[config.mk]
export PLATFORM = sky130hd
export DESIGN_NAME = fetch_ctrl
export DESIGN_NICKNAME = d
export VERILOG_FILES = /design/src/rtl/fetch_ctrl.sv
export SDC_FILE = /design/constraint.sdc
export NUM_CORES = 1
export LEC_CHECK = 0
export CORE_ASPECT_RATIO = 1.1
export CORE_MARGIN = 2
export CORE_UTILIZATION = 23
export DETAILED_ROUTE_END_ITERATION = 8
export GPL_ROUTABILITY_DRIVEN = 0
export SLEW_MARGIN = 10
export SYNTH_ARGS = -nofsm -noshare
export SYNTH_HDL_FRONTEND = slang
export SYNTH_SLANG_ARGS = --single-unit
[constraint.sdc]
create_clock -name clk -period 12.4 [get_ports clk]
set_input_delay 3.1 -clock clk [delete_from_list [all_inputs] [get_ports clk]]
set_output_delay 3.1 -clock clk [all_outputs]
set_load 0.01 [all_outputs]
[src/rtl/fetch_ctrl.sv]
// -----------------------------------------------------------------------------
// fetch_ctrl
//
// Program-counter and sequencing stage of the 8-bit CPU. It drives the
// instruction-ROM address, redirects the PC on taken branches through a small
// loadable branch-target LUT, and owns run/halt sequencing.
//
// Ports:
//   clk          system clock, all state updates on the rising edge
//   reset        asynchronous, active-high reset
//   start        level-sampled request to begin/restart execution
//   halt_i       decode: current instruction is the terminal instruction
//   branch_en    decode: current instruction is a conditional branch
//   branch_bool  ALU branch-condition result for the current instruction
//   target_idx   LUT index selected by the current branch instruction
//   lut_we       LUT write enable (accepted in any state)
//   lut_waddr    LUT write index
//   lut_wdata    LUT write data (absolute target PC)
//   pc_o         instruction-ROM address
//   running_o    high while the FSM is in RUN
//   done_o       high while the FSM is in HALT
//   cycle_cnt    RUN cycles of the current/last program (saturating)
//
// Handshake: start is a level request sampled on every rising edge in IDLE or
// HALT; it moves the FSM to RUN from pc 0. done_o rises on the edge after the
// terminal instruction and stays high until the next accepted start. There is
// no backpressure; start is ignored while running.
// -----------------------------------------------------------------------------
module fetch_ctrl #(
  parameter int PC_W   = 10,
  parameter int LUT_AW = 5,
  parameter int CNT_W  = 16
) (
  input  logic              clk,
  input  logic              reset,
  input  logic              start,
  input  logic              halt_i,
  input  logic              branch_en,
  input  logic              branch_bool,
  input  logic [LUT_AW-1:0] target_idx,
  input  logic              lut_we,
  input  logic [LUT_AW-1:0] lut_waddr,
  input  logic [PC_W-1:0]   lut_wdata,
  output logic [PC_W-1:0]   pc_o,
  output logic              running_o,
  output logic              done_o,
  output logic [CNT_W-1:0]  cycle_cnt
);

  localparam int LUT_N = 2 ** LUT_AW;

  localparam logic [PC_W-1:0]  PC_ONE  = {{(PC_W-1){1'b0}}, 1'b1};
  localparam logic [CNT_W-1:0] CNT_ONE = {{(CNT_W-1){1'b0}}, 1'b1};
  localparam logic [CNT_W-1:0] CNT_MAX = {CNT_W{1'b1}};

  typedef enum logic [1:0] {
    IDLE = 2'd0,
    RUN  = 2'd1,
    HALT = 2'd2
  } state_t;

  state_t            state_q, state_d;
  logic [PC_W-1:0]   pc_q, pc_d;
  logic [CNT_W-1:0]  cnt_q, cnt_d;
  logic              running_q, running_d;
  logic              done_q, done_d;
  logic [PC_W-1:0]   lut_q [LUT_N];
  logic [PC_W-1:0]   lut_d [LUT_N];
  logic              branch_taken;

  // Branch target is read from the registered LUT, so a write landing on the
  // same edge as a taken branch is only seen by later branches.
  assign branch_taken = branch_en && branch_bool;

  always_comb begin
    lut_d = lut_q;
    if (lut_we) begin
      lut_d[lut_waddr] = lut_wdata;
    end
  end

  always_comb begin
    state_d = state_q;
    pc_d    = pc_q;
    cnt_d   = cnt_q;
    case (state_q)
      IDLE: begin
        pc_d = '0;
        if (start) begin
          state_d = RUN;
          cnt_d   = '0;
        end
      end
      RUN: begin
        // Every RUN edge counts, including the one that enters HALT.
        cnt_d = (cnt_q == CNT_MAX) ? cnt_q : cnt_q + CNT_ONE;
        if (halt_i) begin
          state_d = HALT;
        end else if (branch_taken) begin
          pc_d = lut_q[target_idx];
        end else begin
          pc_d = pc_q + PC_ONE;  // wraps modulo 2**PC_W
        end
      end
      HALT: begin
        if (start) begin
          state_d = RUN;
          pc_d    = '0;
          cnt_d   = '0;
        end
      end
      default: begin
        state_d = IDLE;
        pc_d    = '0;
      end
    endcase
    // Status outputs are registered copies of the next state.
    running_d = (state_d == RUN);
    done_d    = (state_d == HALT);
  end

  always_ff @(posedge clk or posedge reset) begin
    if (reset) begin
      state_q   <= IDLE;
      pc_q      <= '0;
      cnt_q     <= '0;
      running_q <= 1'b0;
      done_q    <= 1'b0;
      for (int i = 0; i < LUT_N; i++) begin
        lut_q[i] <= '0;
      end
    end else begin
      state_q   <= state_d;
      pc_q      <= pc_d;
      cnt_q     <= cnt_d;
      running_q <= running_d;
      done_q    <= done_d;
      lut_q     <= lut_d;
    end
  end

  assign pc_o      = pc_q;
  assign running_o = running_q;
  assign done_o    = done_q;
  assign cycle_cnt = cnt_q;

endmodule
* Yosys cells after proc, flatten, opt, wreduce, memory -nomap -nowiden *
Index checks and enable logic that the tools add are counted.

word-level totals
  bits in registers = 350
  bits in latches = 0
  RAM bits = 0
  ROM bits = 0
  input port bits = 27
  output and inout port bits = 28
  logic and storage cells = 76
  memories kept = 0

cells by class
  add/subtract/negate cells = 2
  $mul = 0
  divide/modulo/power cells = 0
  $lt $le $gt $ge = 3
  equality and inequality tests = 9
  shift operators = 0
  muxes and demuxes = 16
  bitwise gates (word level) = 2
  reduce and logical (&&, ||, !) cells = 7

operators with widths
  cell                                                        number
  bitwise mux 320 bit                                         1
  two-way mux 10 bit                                          6
  binary-select mux 10 bit (select 5 bit)                     1
  demux 10 bit (select 5 bit)                                 1
  two-way mux 16 bit                                          2
  one-hot mux 16 bit (2 select lines)                         1
  one-hot mux 10 bit (2 select lines)                         1
  adder 16 x 1 -> 16 bit, second input constant               1
  == test 16 bit, second input constant                       1
  >= comparator 6 bit, second input constant                  2
  NOT 5 -> 6 bit                                              2
  adder 10 x 1 -> 10 bit, second input constant               1
  less-than comparator 6 x 1 -> 1 bit, second input constant  1
  inequality test 2 bit, second input constant                3
  == test 2 x 1 -> 1 bit, second input constant               2
  == test 2 bit, second input constant                        2
  two-way mux 2 bit                                           2
  one-hot mux 2 bit (2 select lines)                          1
  AND reduction 3 bit                                         1
  logical AND 1 bit                                           2
  logical NOT 2 bit                                           1
  inequality test 2 x 1 -> 1 bit, second input constant       1
  AND reduction 2 bit                                         1
  nonzero test 2 bit                                          1
  OR reduction 2 bit                                          1

* Logic depth before layout (Yosys ltp) *
  word-level depth = 7
  depth in mapped cells = 9
  gate-level depth less buffers = 6

* Worst setup path after synthesis *
No wires, ideal clock.

  kind = in2reg
  start point = in target_idx[0]
  end point = reg pc_q[0] (netlist: pc_o[0])
  setup time = 125 ps
  arrival = 4577 ps
  data required time = 12275 ps
  setup slack = 7698 ps
  stages on the path = 7
  buffers on the path = 2
  cells stage by stage = buf_4 -> buf_2 -> mux4_2 -> mux2i_1 -> nor2_1 -> nor4_1 -> o21ai_1

on the way
  longest elaborated chain between the ends = 7

RTL lines
  item                                                   line  source
  start, declared                                        40    input logic [LUT_AW-1:0] target_idx,
  NOT 5 -> 6 bit (not written as such)                   100   pc_d = lut_q[target_idx];
  binary-select mux 10 bit (select 5 bit)                100
  two-way mux 10 bit (not written as such) (2 in a row)  100
  two-way mux 10 bit                                     99    end else if (branch_taken) begin
  two-way mux 10 bit                                     97    if (halt_i) begin
  one-hot mux 10 bit (2 select lines)                    86    case (state_q)
  end signal, assigned                                   134   pc_q <= pc_d;
  end, declared                                          63    logic [PC_W-1:0] pc_q, pc_d;

Every way passes these cells. The select of a mux whose other input is x is not followed.
A chain may end at the register's enable or synchronous reset.

* Worst setup path in the final report *
  start point = in target_idx[1]
  end point = reg pc_q[2] (netlist: pc_o[2])

The elaborated chain is that of the path after synthesis.

==> flow_metrics.env <==
export IMPL_cellInternalPower_uw=2480
export IMPL_finalWirelength_mm=42.6
export IMPL_synth_xor_area_share_pct=0.700
export IMPL_die_w_microns=258
export IMPL_seqPwrFrac_pct=44.8
export IMPL_yosys_area_share_simple_pct=5.97
export IMPL_first_global_vias=10300
export IMPL_hp_class="reg2reg"
export IMPL_postSynthCellCount=1120
export IMPL_timing_final_ws_setup_ns=6.81
export IMPL_final_cells=2125
export IMPL_comb_power_share_pct=14.6
export IMPL_avgSynthCellArea_sq_um=14.5
export IMPL_routed_via_density=4.64
export IMPL_root_buffer="clkbuf_16"
export IMPL_synth_area_sq_um=16300
export IMPL_slew_viol_final=0
export IMPL_cts_buffers=38
export IMPL_rows=102
export IMPL_drive_above_1_share_pct=30.9
export IMPL_start_util_pct=23.2
export IMPL_cp_start_kind="input port"
export IMPL_worst_setup_path_end_kind="register"
export IMPL_grt_pass1_wl_mm=66.2
export IMPL_fin_crit_sh_pct=45.1
export IMPL_synth_edf_count=0
export IMPL_core_area_sq_um=70200
export IMPL_max_freq_mhz=179
export IMPL_ys_flop_type="dfrtp_1"
export IMPL_cts_tree="built"
export IMPL_dp_hpwl_mm=27.5
export IMPL_crit_type="in2reg"
export IMPL_h_tree_depth=2
export IMPL_syn_nets=1149
export IMPL_ant_nets=0
export IMPL_clkLatencyLatePin_ns=0.54
export IMPL_drt_initial_drc_count=722
export IMPL_period_needed_ns=5.59
export IMPL_postCtsSetupRepairBufs=0
export IMPL_avgRoutedWirePerCell_microns=20.1
export IMPL_synthMuxAreaShare_pct=34.0
export IMPL_ys_ff_latch=350
export IMPL_dp_cells=2056
export IMPL_ys_seq_area_share_pct=53.8
export IMPL_grt_overflow_total=0
export IMPL_drv_cap=0
export IMPL_clkSinkCount=350
export IMPL_die_h_microns=283
export IMPL_antenna_found_initial=10
export IMPL_grt_max_degree=190
export IMPL_clk_pin_slew_worst_paths_ns=0.07
export IMPL_track_usage_pct=11.7
export IMPL_clock_path_buffers=3
export IMPL_syn_to_final_growth_pct=18.3
export IMPL_p_per_area_nw_per_um2=170
export IMPL_ys_warn_count=0
export IMPL_rsz0062_at_grt="no"
export IMPL_die_area_sq_um=72900
export IMPL_postCtsHoldBufs=0
export IMPL_drc=0
export IMPL_finalSetupViolations=0
export IMPL_status="completed"
export IMPL_async_flop_share_pct=100
export IMPL_place_ws_ns=6.30
export IMPL_tns_ns=0
export IMPL_port_buffers=54
export IMPL_worst_pin_slew_ns=1.10
export IMPL_max_slew_margin_pct=27.0
export IMPL_firstDrtPassIters=5
export IMPL_synth_top_family_by_area="multiplexers"
export IMPL_synth_cell_type_count=55
export IMPL_finalPower_uw=3270
export IMPL_synth_compound_area_share_pct=3.13
export IMPL_ir_drop_uv=94.8
export IMPL_cts_resized_gates=0
export IMPL_p_sw_share_pct=24.1
export IMPL_synth_fa_ha_area_share_pct=0.154
export IMPL_p_switching_uw=788
export IMPL_nNetsFinal=1189
export IMPL_hold_violations=0
export IMPL_required_ns=12.83
export IMPL_num_vias=9868
export IMPL_timing_hold_ws_ns=0.479
export IMPL_diodes=0
export IMPL_finalClockSkew_ns=0.0248
export IMPL_p_clk_share_pct=40.7
export IMPL_leakagePower_uw=0.00819
export IMPL_worstPathArrival_ns=6.02
export IMPL_ios=55
export IMPL_path_max_fanout=55
[final timing paths]
path / startpoint / end / slack, ns / cells past startpoint
min: lut_q[51]$_DFFE_PP0P_ / lut_q[51]$_DFFE_PP0P_ / 0.48 / 1
max reg2reg: state_q[1]$_DFF_PP0_ / pc_o[5]$_DFFE_PP0P_ / 10.00 / 5
max: target_idx[1] / pc_o[2]$_DFFE_PP0P_ / 6.81 / 7
min reg2reg: lut_q[51]$_DFFE_PP0P_ / lut_q[51]$_DFFE_PP0P_ / 0.48 / 1
max in group asynchronous: reset / lut_q[224]$_DFFE_PP0P_ / 7.33 / 4
min in group asynchronous: reset / cycle_cnt[11]$_DFFE_PP0P_ / 2.84 / 2
[through the flow]
stage	util [%]	cell area (sq um)
3_3_place_gp	25.3	17800
6_report	27.4	19200
3_5_place_dp	25.3	17800
5_1_grt	27.4	19200
4_1_cts	27.4	19300
2_1_floorplan	-	16300
[cell usage after synthesis, types with 6 or more instances]
| master | count | area share, % |
|---|---|---|
| mux2_2 | 192 | 13 |
| xnor2_1 | 10 | 0.54 |
| buf_2 | 15 | 0.46 |
| nor2_2 | 12 | 0.46 |
| and3_1 | 8 | 0.31 |
| nor4_1 | 7 | 0.27 |
| nand3_1 | 22 | 0.68 |
| nand3b_1 | 6 | 0.28 |
| nand2_1 | 45 | 1.0 |
| mux2_1 | 138 | 9.6 |
| nor3_1 | 13 | 0.40 |
| o211ai_1 | 6 | 0.28 |
| mux4_2 | 71 | 9.8 |
| o21ai_0 | 13 | 0.40 |
| nor2_1 | 30 | 0.69 |
| nor2b_1 | 6 | 0.23 |
| nor3b_1 | 6 | 0.28 |
| inv_1 | 6 | 0.14 |
| clkbuf_1 | 48 | 1.1 |
| a22oi_1 | 16 | 0.74 |
| dfrtp_1 | 350 | 54 |
| nand4_1 | 8 | 0.31 |
| mux2i_1 | 22 | 1.4 |
[routing by layer]
metal,share of wire (%),vias to the layer above,GRT usage [%]
met1,44,5243,15.6
met3,6.5,73,3.08
met4,2.2,18,3.06
met2,47,271,18.9
met5,0.27,-,0
li1,-,4263,-
[worst max-delay path: stages]
cell and delay, ns:
buf_4 0.48, buf_4 0.83, mux4_2 0.41, nor3b_1 0.15, a31oi_1 0.36, nand4_1 0.18, a221o_1 0.38
[cell type report]
| cell class | instances | area, sq um |
|---|---|---|
| clock inverter | 20 | 409 |
| fill | 7152 | 50900 |
| timing repair buffer | 71 | 661 |
| inverter | 6 | 26.3 |
| tap | 936 | 1170 |
| multi-input combinational | 693 | 7150 |
| sequential | 350 | 8760 |
| clock buffer | 49 | 1070 |
[cells by family after synthesis]
kind of cell,Yosys count
AO/OA/AOI/OAI,72
XOR/XNOR,13
multiplexers,423
buffers and inverters,77
AND/OR/NAND/NOR,183
flip-flops,350
adder cells (fa/ha/maj),2
[registers in the layout (all words and copies together), names as in the netlist]
register	flops
cycle_cnt	16
done_o	1
lut_q	320
pc_o	10
running_o	1
state_q	2
[power groups by stage]
stage,registers [uW],clock network (uW),logic (uW)
2_1_floorplan,1450,0,358
3_3_place_gp,1470,0,465
3_5_place_dp,1480,0,481
4_1_cts,1460,1350,483
5_1_grt,1490,1400,519
6_report,1460,1330,477
[cells in the final DEF (no fill, tap or decap), types with 18 or more instances in the layout]
master and instances:
dfrtp_1 350, mux2_2 192, mux2_1 138, mux4_2 71, clkdlybuf4s50_1 49, nand2_1 45
clkbuf_16 41, nor2_1 30, nand3_1 22, mux2i_1 22, buf_4 18
Note: power is estimated with default switching activity, not from simulation.
==> RTL edit 1: new RTL, same settings <==
The parameter `LUT_AW` goes from 5 to 6.
--- a/src/rtl/fetch_ctrl.sv
+++ b/src/rtl/fetch_ctrl.sv
@@ -29,5 +29,5 @@
 module fetch_ctrl #(
   parameter int PC_W   = 10,
-  parameter int LUT_AW = 5,
+  parameter int LUT_AW = 6,
   parameter int CNT_W  = 16
 ) (
Ports: changed (resized lut_waddr and target_idx); port bits go from 55 to 57. The function was not compared with the original's and may differ.
==> RTL edit 1 against the unedited design <==
Cell area up 87%. Non-clock buffer count rose by 25. Combinational power increased by 56%. First-iteration DRC count increased by 130%. Total power grew 72%. Synthesized area is 92% higher. Wire length up 100%. Via count increased by 89%. Maximum frequency fell by 11%. Sequential cell count grew 320. Setup slack worse by 670 ps. Critical path type unchanged. Largest power group unchanged. Highest routed layer unchanged.
==> RTL edit 1: results (changes against the unedited design) <==
clock_tree:
  clock_tree.htree_level_count: 3  # +1
  cts_inserted_buffers: 73  # +92%
  clk-insertion-delay-late_ps: 620  # +80 ps
synthesis:
  syn-mean-instance-area_um2: 14.74  # +1.5%
  yosys-top-cells-count: "sky130_fd_sc_hd__dfrtp_1 (670), sky130_fd_sc_hd__mux2_2 (641), sky130_fd_sc_hd__mux4_2 (141)"
  synth_cell_type_count: 60  # +9.1%
  yosysSeqAreaShare_pct: 53.77  # -0.058 points
cells_and_area:
  multi_input_gate_area_in_the_final_layout_um2: 13590  # +90%
  final_util_pct: 26.74  # -0.67 points
  num-nets-final: 2158  # +81%
  post_route_cells_drive_above_1_share_pct: 44.68  # +14 points
  clock_tree_area_fraction_pct: 6.849  # -0.82 points
  antenna-diode-count: 1  # +1
  buffers: 96  # +35%
  flip_flop_count_of_the_largest_register_all_copies_and_words_added: 640  # +100%
  bufAreaShareNonClock_pct: 2.366  # -1.1 points
  seq_area_share_pct: 46.63  # +1.1 points
drt:
  drt_pass_1_iters: 6  # +1
  detailedRoute.firstIterationViolations: 1642  # +130%
  num_vias: 18630  # +89%
  met3_length_um: 5326  # +93%
  finalWirelength_um: 85910  # +100%
critical_path:
  critical_path.max_stage_delay_ps: 970  # +140 ps
  worst-endpoint-arrival_ps: 6750  # +730 ps
  reg2reg_depth: 6  # +1
  crit_slowest_cell: "sky130_fd_sc_hd__a311oi_1"
  critPathMaxFanout: 91  # +65%
placement:
  io_buffers: 56  # +3.7%
  detailed_place_hpwl_um: 51870  # +89%
  post_dp_cell_area_um2: 33490  # +88%
  placedCellCount: 3839  # +87%
  setup_ws_pre_cts_ps: 5461  # -835.8 ps
global_routing:
  globalRouteTotalUtil_pct: 12.31  # +0.60 points
  antenna_found_initial: 12  # +2
  met1_usage_pct: 16.95  # +1.4 points
  largest_net_degree_at_the_start_of_global_routing: 181  # -4.7%
power_and_ir_drop:
  leakagePower_uw: 0.01594  # +95%
  ir_worst_vdd_mv: 0.09906  # +4.5%
run_status:
  run_status: "finished clean"
RTL edit 1: cell types whose count changed after synthesis, moves of 21 or more:
cell                       delta
sky130_fd_sc_hd__nor2_1      +21
sky130_fd_sc_hd__mux2_1     -127
sky130_fd_sc_hd__dfrtp_1    +320
sky130_fd_sc_hd__mux2_2     +449
sky130_fd_sc_hd__clkbuf_1    +50
sky130_fd_sc_hd__mux2i_1     +51
sky130_fd_sc_hd__mux4_2      +70
sky130_fd_sc_hd__nand2_1     +30
RTL edit 1: worst paths after layout:
| kind | startpoint | to |
|---|---|---|
| worst max-delay path | target_idx[1] | pc_o[1] |
| worst min-delay path | lut_q[394] | lut_q[394] |
| worst max register to register | lut_q[291] | pc_o[1] |
| worst min register to register | lut_q[394] | lut_q[394] |
| max in group asynchronous | reset | lut_q[60] |
| min in group asynchronous | reset | cycle_cnt[4] |
RTL edit 1: kinds of logic after synthesis:
logic type      count (synthesis)  share of synthesized area (%)
flops                         670                          53.77
fa+ha+maj                       2                        0.08024
compound gates                119                          2.588
xor+xnor                       13                         0.3652
simple gates                  276                          4.470
mux                           866                          36.08
buf+inv                       169                          2.648
RTL edit 1: power groups by stage:
stage / Sequential, uW / Clock [uW] / Combinational [uW]
finish: 2630 / 2250 / 746
global route: 2660 / 2390 / 805
CTS: 2620 / 2290 / 754
detailed placement: 2660 / 0 / 752
global placement: 2650 / 0 / 740
floorplan: 2620 / 0 / 566
RTL edit 1: critical path: cells and delay by family:
| family | cells | cell delay, ps |
|---|---|---|
| buffers and inverters | 2 | 1070 |
| multiplexers | 2 | 820 |
| AND/OR/NAND/NOR | 2 | 280 |
| AO/OA/AOI/OAI | 2 | 1300 |
==> RTL edit 2: new RTL, same flow settings <==
Without the edit above. Re-encode `state_t` (3 states) as one-hot, 3 bits wide.
--- a/src/rtl/fetch_ctrl.sv
+++ b/src/rtl/fetch_ctrl.sv
@@ -54,8 +54,8 @@
   localparam logic [CNT_W-1:0] CNT_MAX = {CNT_W{1'b1}};
 
-  typedef enum logic [1:0] {
-    IDLE = 2'd0,
-    RUN  = 2'd1,
-    HALT = 2'd2
+  typedef enum logic [2:0] {
+    IDLE = 3'b001,
+    RUN  = 3'b010,
+    HALT = 3'b100
   } state_t;
 
Function: no difference found for any inputs over 4 cycles, from zero or initial values and one cycle with reset high; so few cycles prove little.
==> RTL edit 2 against the unedited design <==
Wire length is 3.6% higher. Critical path type unchanged. Register-to-register slack worse by 60 ps. Total power is 3.0% lower. Setup slack better by 160 ps. Sequential cell count is 1 higher. Die area is 1.6% higher. Cell area is 0.14% higher. Sequential share of layout area is 0.074 points higher. Synthesized area is 1.6% higher. Highest routed layer unchanged. Synthesized cell count is 7.7% higher. Hold slack better by 14 ps.
==> RTL edit 2: results (changes against the unedited design) <==
cells_and_area:
  register_bank_with_the_most_flops: "lut_q"
  num-nets-final: 1269  # +6.7%
  instances_no_fill: 2214  # +4.2%
  antenna-diode-count: 0  # unchanged
  post_route_cells_drive_above_1_share_pct: 36.33  # +5.5 points
  flip_flop_count_of_the_largest_register_all_copies_and_words_added: 320  # unchanged
critical_path:
  setup_slack_of_the_most_critical_reg_to_reg_path_ps: 9940  # -60 ps
  crit_end: "pc_o[4]"
  critPathMaxFanout: 58  # +5.5%
  reg2reg_depth: 4  # -1
  worst_setup_path_startpoint: "target_idx[1]"
  worst-endpoint-arrival_ps: 5900  # -120 ps
  startpoint_of_the_most_critical_register_to_register_path: "state_q[2]"
  regToRegEndpoint: "pc_o[9]"
power_and_ir_drop:
  cellInternalPower_uw: 2348  # -5.3%
  seq_cell_power_uw: 1480
  ir_worst_vdd_mv: 0.07683  # -19%
  powerClk_uw: 1160  # -13%
  design_power_total_uw: 3169  # -3.0%
  leakagePower_uw: 0.008314  # +1.5%
timing:
  finClkSkew_ps: 24.27  # -0.5153 ps
  timing.final.crit_period_ps: 5430  # -157.2 ps
  worst_slew_pin_slew_ps: 1188  # +92.27 ps
worst_hold_path:
  worstHoldPathType: "flop to flop"
  hp-start: "lut_q[39]"
synthesis:
  yosysSeqAreaShare_pct: 53.15  # -0.68 points
  yosysWarnings: 0  # unchanged
  yosys-top-cells-count: "sky130_fd_sc_hd__dfrtp_1 (350), sky130_fd_sc_hd__mux2_2 (325), sky130_fd_sc_hd__mux2i_1 (107)"
  syn-mean-instance-area_um2: 13.70  # -5.7%
  async_reset_ff_share_pct: 100.0  # unchanged
  syn_nets: 1235  # +7.5%
  synth_cell_type_count: 62  # +13%
  post_synth_main_area_contributors: "sky130_fd_sc_hd__dfrtp_1 (53%), sky130_fd_sc_hd__mux2_2 (22%), sky130_fd_sc_hd__mux2i_1 (6.5%)"
placement:
  setup_ws_pre_cts_ps: 6419  # +122.8 ps
  post_dp_cell_area_um2: 17970  # +1.1%
  io_buffers: 54  # unchanged
  detailed_place_hpwl_um: 28930  # +5.2%
  placedCellCount: 2145  # +4.3%
clock_tree:
  clk-insertion-delay-late_ps: 540  # about the same
  ctsRootBufferMaster: "sky130_fd_sc_hd__clkbuf_16"
  clock_tree.htree_level_count: 2  # unchanged
  cts_max_path_buffers: 3  # unchanged
  postCtsResizedCells: 0  # unchanged
  cts_inserted_buffers: 38  # unchanged
  post_cts_buffers: 0  # unchanged
  worst_setup_hold_path_clk_slew_ps: 60
global_routing:
  globalRouteTotalUtil_pct: 11.90  # +0.18 points
  grt_first_pass_wirelength_um: 68170  # +3.0%
  antenna_found_initial: 1  # -9
  first_global_vias: 10890  # +5.4%
  largest_net_degree_at_the_start_of_global_routing: 199  # +4.7%
drt:
  drt_pass_1_iters: 5  # unchanged
  finalWirelength_um: 44160  # +3.6%
  avgViaCountPerCell: 4.719  # +1.6%
  detailedRoute.firstIterationViolations: 748  # +3.6%
run_status:
  run_status: "finished clean"
-- RTL edit 2: cells by family after synthesis --
group                      Yosys count  share of synthesized area [%]
xor gates and xnor gates             4                         0.2120
muxes                              463                          32.78
buffers and inverters               78                          2.438
DFF                                351                          53.15
AOI/OAI and AO/OA                  126                          5.277
adders and majority gates            2                         0.1514
and+or+nand+nor                    182                          5.988
-- RTL edit 2: critical path: stages --
cell and delay [ps]:
sky130_fd_sc_hd__buf_4 410, sky130_fd_sc_hd__buf_4 890, sky130_fd_sc_hd__mux2i_1 190, sky130_fd_sc_hd__a22oi_1 240, sky130_fd_sc_hd__a21oi_1 130, sky130_fd_sc_hd__a2111oi_0 580, sky130_fd_sc_hd__a221o_1 260
-- RTL edit 2: layout make-up --
| class | count | area, um2 |
|---|---|---|
| tap | 945 | 1182 |
| timing repair buffer | 68 | 648.1 |
| multi-input combinational | 777 | 7340 |
| fill | 7324 | 52120 |
| inverter | 4 | 18.77 |
| clock inverter | 7 | 93.84 |
| clock buffer | 62 | 1205 |
| sequential | 351 | 8785 |
-- RTL edit 2: routing by layer --
metal / vias up / share of wire [%] / GRT usage [%] / wire, um
met5: - / 0.016 / 0 / 7
met4: 2 / 2.8 / 4.066 / 1255
met3: 79 / 4.5 / 1.671 / 1985
met2: 276 / 49 / 20.33 / 21770
met1: 5541 / 43 / 15.35 / 19150
li1: 4550 / - / - / -
-- RTL edit 2: how the worst min path moves through the flow --
stage / to / slack [ps] / depth (start not counted)
final: lut_q[39] / 490 / 1
after global placement: lut_q[39] / 470 / 1
after global routing: lut_q[39] / 510 / 1
after CTS: lut_q[39] / 490 / 1
after floorplan: lut_q[39] / 450 / 1
after detailed placement: lut_q[39] / 470 / 1
